`src/rtl/cci_mpf_event_counters.sv`:
```
// cci_mpf_event_counters
//
// Bank of N_EVENTS event counters fed by single-cycle strobes from the MPF shims.
// Each counter wraps (SATURATE=0) or sticks at all-ones (SATURATE=1) and keeps a
// sticky overflow flag. snap_req copies every counter and flag into shadow registers
// in the same cycle. clr_valid/clr_mask clears selected counters. An indexed read
// port returns a live or shadow value two cycles after acceptance, with no response
// backpressure.
//
// Ports:
//   clk, reset_n                 clock (rising edge), asynchronous active-low reset
//   enable, evt_in               global count enable and per-counter event strobes
//   clr_valid, clr_mask          clear selected counters and their overflow flags
//   snap_req                     copy all live counters/flags to the shadow bank
//   rd_req_valid/idx/live/ready  read request handshake (live=1 live, 0 shadow)
//   rd_rsp_valid/data/ovf/err    one-cycle read response; fields hold between responses
module cci_mpf_event_counters #(
    parameter int unsigned N_EVENTS  = 6,
    parameter int unsigned CNT_WIDTH = 64,
    parameter int unsigned SATURATE  = 0,
    parameter int unsigned IDX_WIDTH = ($clog2(N_EVENTS) > 0) ? $clog2(N_EVENTS) : 1
) (
    input  logic                 clk,
    input  logic                 reset_n,
    input  logic                 enable,
    input  logic [N_EVENTS-1:0]  evt_in,
    input  logic                 clr_valid,
    input  logic [N_EVENTS-1:0]  clr_mask,
    input  logic                 snap_req,
    input  logic                 rd_req_valid,
    input  logic [IDX_WIDTH-1:0] rd_req_idx,
    input  logic                 rd_req_live,
    output logic                 rd_req_ready,
    output logic                 rd_rsp_valid,
    output logic [CNT_WIDTH-1:0] rd_rsp_data,
    output logic                 rd_rsp_ovf,
    output logic                 rd_rsp_err
);

    // Counter bank
    logic [N_EVENTS-1:0]  r_evt_q;
    logic [CNT_WIDTH-1:0] r_cnt        [N_EVENTS];
    logic [N_EVENTS-1:0]  r_ovf;
    logic [CNT_WIDTH-1:0] r_shadow     [N_EVENTS];
    logic [N_EVENTS-1:0]  r_shadow_ovf;

    // Read pipeline
    logic                 r_ready;
    logic                 r_s1_valid;
    logic                 r_s1_live;
    logic                 r_s1_err;
    logic [CNT_WIDTH-1:0] r_s1_live_data;
    logic                 r_s1_live_ovf;
    logic [CNT_WIDTH-1:0] r_s1_shadow_data;
    logic                 r_s1_shadow_ovf;
    logic                 r_rsp_valid;
    logic [CNT_WIDTH-1:0] r_rsp_data;
    logic                 r_rsp_ovf;
    logic                 r_rsp_err;

    logic                 w_accept;
    logic                 w_idx_err;
    logic [CNT_WIDTH-1:0] w_live_data;
    logic                 w_live_ovf;
    logic [CNT_WIDTH-1:0] w_shadow_data;
    logic                 w_shadow_ovf;

    assign w_accept  = rd_req_valid & r_ready;
    assign w_idx_err = (32'(rd_req_idx) >= N_EVENTS);

    // Index decode; out-of-range indices select nothing and are flagged by w_idx_err.
    always_comb begin
        w_live_data   = '0;
        w_live_ovf    = 1'b0;
        w_shadow_data = '0;
        w_shadow_ovf  = 1'b0;
        for (int unsigned i = 0; i < N_EVENTS; i++) begin
            if (rd_req_idx == IDX_WIDTH'(i)) begin
                w_live_data   = r_cnt[i];
                w_live_ovf    = r_ovf[i];
                w_shadow_data = r_shadow[i];
                w_shadow_ovf  = r_shadow_ovf[i];
            end
        end
    end

    // Counters update from the registered strobes; shadows copy pre-update values,
    // so snap+clear in one cycle behaves as read-and-clear.
    always_ff @(posedge clk or negedge reset_n) begin
        if (!reset_n) begin
            r_evt_q      <= '0;
            r_ovf        <= '0;
            r_shadow_ovf <= '0;
            for (int unsigned i = 0; i < N_EVENTS; i++) begin
                r_cnt[i]    <= '0;
                r_shadow[i] <= '0;
            end
        end else begin
            r_evt_q <= evt_in & {N_EVENTS{enable}};
            if (snap_req) begin
                r_shadow_ovf <= r_ovf;
                for (int unsigned i = 0; i < N_EVENTS; i++) begin
                    r_shadow[i] <= r_cnt[i];
                end
            end
            for (int unsigned i = 0; i < N_EVENTS; i++) begin
                if (clr_valid && clr_mask[i]) begin
                    // Clear wins; a coincident event is dropped.
                    r_cnt[i] <= '0;
                    r_ovf[i] <= 1'b0;
                end else if (r_evt_q[i]) begin
                    if (r_cnt[i] == {CNT_WIDTH{1'b1}}) begin
                        r_ovf[i] <= 1'b1;
                        if (SATURATE == 0) begin
                            r_cnt[i] <= '0;
                        end
                    end else begin
                        r_cnt[i] <= r_cnt[i] + 1'b1;
                    end
                end
            end
        end
    end

    // Stage 1 captures both candidate values at the accepting edge, so a live read
    // sees the counter as it stood before that edge's update. Stage 2 selects.
    always_ff @(posedge clk or negedge reset_n) begin
        if (!reset_n) begin
            r_ready          <= 1'b0;
            r_s1_valid       <= 1'b0;
            r_s1_live        <= 1'b0;
            r_s1_err         <= 1'b0;
            r_s1_live_data   <= '0;
            r_s1_live_ovf    <= 1'b0;
            r_s1_shadow_data <= '0;
            r_s1_shadow_ovf  <= 1'b0;
            r_rsp_valid      <= 1'b0;
            r_rsp_data       <= '0;
            r_rsp_ovf        <= 1'b0;
            r_rsp_err        <= 1'b0;
        end else begin
            r_ready    <= 1'b1;
            r_s1_valid <= w_accept;
            if (w_accept) begin
                r_s1_live        <= rd_req_live;
                r_s1_err         <= w_idx_err;
                r_s1_live_data   <= w_live_data;
                r_s1_live_ovf    <= w_live_ovf;
                r_s1_shadow_data <= w_shadow_data;
                r_s1_shadow_ovf  <= w_shadow_ovf;
            end
            r_rsp_valid <= r_s1_valid;
            if (r_s1_valid) begin
                if (r_s1_err) begin
                    r_rsp_data <= '0;
                    r_rsp_ovf  <= 1'b0;
                    r_rsp_err  <= 1'b1;
                end else if (r_s1_live) begin
                    r_rsp_data <= r_s1_live_data;
                    r_rsp_ovf  <= r_s1_live_ovf;
                    r_rsp_err  <= 1'b0;
                end else begin
                    r_rsp_data <= r_s1_shadow_data;
                    r_rsp_ovf  <= r_s1_shadow_ovf;
                    r_rsp_err  <= 1'b0;
                end
            end
        end
    end

    assign rd_req_ready = r_ready;
    assign rd_rsp_valid = r_rsp_valid;
    assign rd_rsp_data  = r_rsp_data;
    assign rd_rsp_ovf   = r_rsp_ovf;
    assign rd_rsp_err   = r_rsp_err;

endmodule

```
`config.mk`:
```
export PLATFORM = sky130hd
export DESIGN_NAME = cci_mpf_event_counters
export DESIGN_NICKNAME = d
export VERILOG_FILES = /design/src/rtl/cci_mpf_event_counters.sv
export SDC_FILE = /design/constraint.sdc
export NUM_CORES = 2
export LEC_CHECK = 0
export CAP_MARGIN = 20
export CORE_AREA = 4 4 280 282
export CTS_BUF_LIST = sky130_fd_sc_hd__clkbuf_16
export DETAILED_ROUTE_END_ITERATION = 6
export DIE_AREA = 0 0 284 286
export GPL_TIMING_DRIVEN = 0
export PLACE_DENSITY = 0.82
export SETUP_SLACK_MARGIN = 0.2
export SYNTH_ARGS = -nofsm -noshare
export SYNTH_HDL_FRONTEND = slang
export SYNTH_SLANG_ARGS = --single-unit
```
`constraint.sdc`:
```
create_clock -name clk -period 5.7 [get_ports clk]
set_input_delay 1.14 -clock clk [delete_from_list [all_inputs] [get_ports clk]]
set_output_delay 1.14 -clock clk [all_outputs]
set_load 0.005 [all_outputs]
```
==> qor.tcl <==
set qor(status) {finished with violations}
set qor(failed_checks) {DRC}
set qor(insertion_delay_ps) 670
set qor(worstMarginPinSlew_ps) 1191
set qor(internal_portion_of_total_power_mw) 11.77
set qor(mostFrequentLayoutCell) {sky130_fd_sc_hd__dfrtp_1}
set qor(grt_setup_unrepaired) {false}
set qor(cts_hold_buffers) 0
set qor(achievable-frequency_ghz) 0.2669
set qor(postSynthAreaPerCell_um2) 11.12
set qor(dr_total_vias) 39520
set qor(hold_violations) 0
set qor(cp_max_fo) 10
set qor(post_cts.resized_instances) 0
set qor(gp_congestion) 1.082
set qor(share_of_layout_cells_above_drive_strength_1_pct) 18.40
set qor(floorplan.die_area_mm2) 0.08122
set qor(worstPathArrival_ps) 4330
set qor(avgViaCountPerCell) 6.977
set qor(worst_slew_margin_rel_pct) 20.60
set qor(synth-warning-count) 0
set qor(dp.cells) 5472
set qor(grt_use_total_pct) 39.26
set qor(net-switching-power_mw) 3.967
set qor(chipHeight_um) 286
set qor(cts_setup_buffers) 0
set qor(endpoint_kind) {register}
set qor(clock_skew_ps) 17.03
set qor(final_total_negative_setup_slack_ps) 0
set qor(detail_route.first_pass.iterations) 7
set qor(postLayoutCoreUtil_pct) 72.16
set qor(finalWirelength_um) 161100
set qor(drt.antenna.violating_nets) 0
set qor(first_global_vias) 38840
set qor(cts-root-to-sink-buffers) 3
set qor(numCtsBuffers) 103
set qor(maxCapViolCount) 0
set qor(finalCriticalPeriod_ps) 3747
set qor(report.final.setup_viol) 0
set qor(synth_area_mm2) 0.04890
set qor(peakVddDrop_mv) 0.2854
set qor(nets) 4628
set qor(postSynth.asyncResetShare_pct) 100.0
set qor(ctsHtreeMaxLevel) 3
set qor(share_comb_of_total_power_pct) 9.3
set qor(synth_sequential_area_ratio_pct) 50.51
set qor(initial_utilization_pct) 64.60
set qor(cp.required_ps) 6290
set qor(crit_chain) {clkbuf_1, inv_2, nor2_1, clkbuf_1, clkbuf_1, a221oi_1, nor2_1}
set qor(synth_top_flop_cell) {sky130_fd_sc_hd__dfrtp_1}
set qor(cts_num_sinks) 987
set qor(cts_tree) {built}
set qor(slowest_delay_ps) 810
set qor(post_layout_nonfiller_instances) 5664
set qor(finalCritPeriodShare_pct) 65.74
set qor(synth_enable_flop_cells) 0
set qor(clkPwrFrac_pct) 43.1
set qor(wire_per_inst_um) 28.43
set qor(overflow) 0
set qor(sw_frac_of_total_pct) 25.21
set qor(ctsRootBufferMaster) {sky130_fd_sc_hd__clkbuf_16}
set qor(critical_path.top_delay_family) {buffers and inverters}
set qor(maximum_number_of_pins_on_one_net_before_global_route_repair) 127
set qor(reg2reg_slack_ps) 2150
set qor(antenna_found_initial) 12
set qor(seq_power_share_pct) 47.6
set qor(core_area_mm2) 0.07570
set qor(synthDominantCellAreaShare_pct) 50.51
set qor(synth.area.top_cells) {sky130_fd_sc_hd__dfrtp_1 (51%), sky130_fd_sc_hd__mux2_2 (12%), sky130_fd_sc_hd__mux4_2 (4.7%)}
set qor(ys_seq_elements) 987
set qor(min_path_type) {input pin to asynchronous set/reset pin}
set qor(crit_top_cell) {sky130_fd_sc_hd__clkbuf_1}
set qor(startpoint_type) {input pin}
set qor(path_class) {input pin to register}
set qor(detailed_placer_s_ending_hpwl_um) 118300
set qor(critical_path_depth) 7
set qor(worst-path-buf-inv) 4
set qor(floorplan.rows) 101
set qor(post_synth_inst_count) 4398
set qor(most-common-layout-cells) {sky130_fd_sc_hd__dfrtp_1 (987), sky130_fd_sc_hd__nor2_1 (609), sky130_fd_sc_hd__mux2_2 (518)}
set qor(yosys.area.top_type) {sky130_fd_sc_hd__dfrtp_1}
set qor(port-buffer-count) 84
set qor(areaGrowthSynthToFinish_pct) 11.71
set qor(drtIter0Drc) 5663
set qor(synthDistinctLibCells) 79
set qor(grt_first_pass_wirelength_um) 239900
set qor(timing.final.max_slew_violations) 0
set qor(timing.critical_path.slowest_stage_cell) {sky130_fd_sc_hd__nor2_1}
set qor(r2r.worst_path.cells) 8
set qor(drc) 20
set qor(leakage_nw) 24.41
set qor(die_span_in_x_um) 284
set qor(mappedNetlistNets) 4426
set qor(clkSlewWorstSetupHoldPaths_ps) 60
set qor(total_power_mw) 15.73
set qor(ios) 90
set qor(timing.hold.ws_ps) 430.0
set qor(pwr_density_cell_mw_per_mm2) 288.0
[worst reg2reg max path: stages (launching register included)]
cell and delay (ps):
sky130_fd_sc_hd__dfrtp_1 560, sky130_fd_sc_hd__nand4_1 310, sky130_fd_sc_hd__nor4_1 690, sky130_fd_sc_hd__nand4_1 410, sky130_fd_sc_hd__nor3_1 340, sky130_fd_sc_hd__or2_2 150, sky130_fd_sc_hd__buf_2 290, sky130_fd_sc_hd__buf_1 530
sky130_fd_sc_hd__nor2_1 120
[Yosys cell counts, types with 55 or more instances]
master                       n
sky130_fd_sc_hd__a31oi_1    55
sky130_fd_sc_hd__a21oi_1    65
sky130_fd_sc_hd__dfrtp_1   987
sky130_fd_sc_hd__o21ai_0    59
sky130_fd_sc_hd__xor2_1    142
sky130_fd_sc_hd__mux4_2    103
sky130_fd_sc_hd__clkbuf_1  217
sky130_fd_sc_hd__mux2i_1    92
sky130_fd_sc_hd__xnor2_1   158
sky130_fd_sc_hd__nand4_1   129
sky130_fd_sc_hd__nand2_1   216
sky130_fd_sc_hd__a221oi_1  105
sky130_fd_sc_hd__nor2_1    609
sky130_fd_sc_hd__nor3_1     99
sky130_fd_sc_hd__nand3_1   171
sky130_fd_sc_hd__inv_1      91
sky130_fd_sc_hd__mux2_2    518
sky130_fd_sc_hd__o22ai_1    66
sky130_fd_sc_hd__and3_1     68
[path summary, 6_finish.rpt]
kind / from / endpoint
worst max-delay path: rd_req_idx[2] / r_s1_live_data[51]
worst min-delay path: reset_n / r_shadow[202]
worst max register to register: r_cnt[211] / r_cnt[254]
worst min register to register: r_s1_live_ovf / r_s1_live_ovf
max in group asynchronous: reset_n / rd_rsp_data[51]
min in group clk: r_s1_live_ovf / r_s1_live_ovf
[layout make-up]
type	instances	area (um2)
Tap cell	978	1224
Timing Repair Buffer	97	1146
Multi-Input combinational cell	3019	22600
Fill cell	5131	21070
Antenna cell	6	15.01
Inverter	94	352.8
Clock buffer	107	2678
Clock inverter	78	661.9
Sequential cell	987	24700
Buffer	298	1246
[per-stage QoR]
stage | setup slack (ps) | instance area (um2)
after CTS | 1911 | 54600
after detailed placement | 1270 | 51260
final | 1953 | 54620
after floorplan | 2677 | 48900
after global placement | -40300 | 50960
after global routing | 1962 | 54610
[metal layers]
| metal | track usage, % | wire [um] | vias up |
|---|---|---|---|
| met4 | 20.60 | 10260 | 12 |
| met5 | 0 | 114 | - |
| met2 | 58.77 | 69950 | 2872 |
| li1 | - | - | 16320 |
| met3 | 14.84 | 24190 | 678 |
| met1 | 50.25 | 56550 | 19630 |
[power groups by stage]
stage | Combinational (mW) | Sequential, mW | Clock, mW
global route | 1.56 | 7.51 | 7.07
detailed placement | 1.43 | 7.60 | 0
floorplan | 0.749 | 7.54 | 0
global placement | 1.38 | 7.63 | 0
finish | 1.46 | 7.49 | 6.78
CTS | 1.45 | 7.48 | 6.75
[flip-flops by register name (all words and copies together), names as in the netlist, 6 cells and up]
| register | count |
|---|---|
| r_shadow | 384 |
| r_evt_q | 6 |
| rd_rsp_data | 64 |
| r_ovf | 6 |
| r_s1_shadow_data | 64 |
| r_s1_live_data | 64 |
| r_shadow_ovf | 6 |
| r_cnt | 384 |
[logic make-up (layout without fill, tap and decap cells)]
kind of cell,Yosys count,count (layout),synth area share [%]
DFF,987,987,50.51
adders and majority gates,6,6,0.1535
buffers and inverters,392,674,3.270
muxes,715,715,18.66
AOI/OAI and AO/OA,455,455,6.517
xor gates and xnor gates,300,300,5.373
and+or+nand+nor,1542,1542,15.51
other,1,7,0.007669
Power figures use the tool's default switching activity.
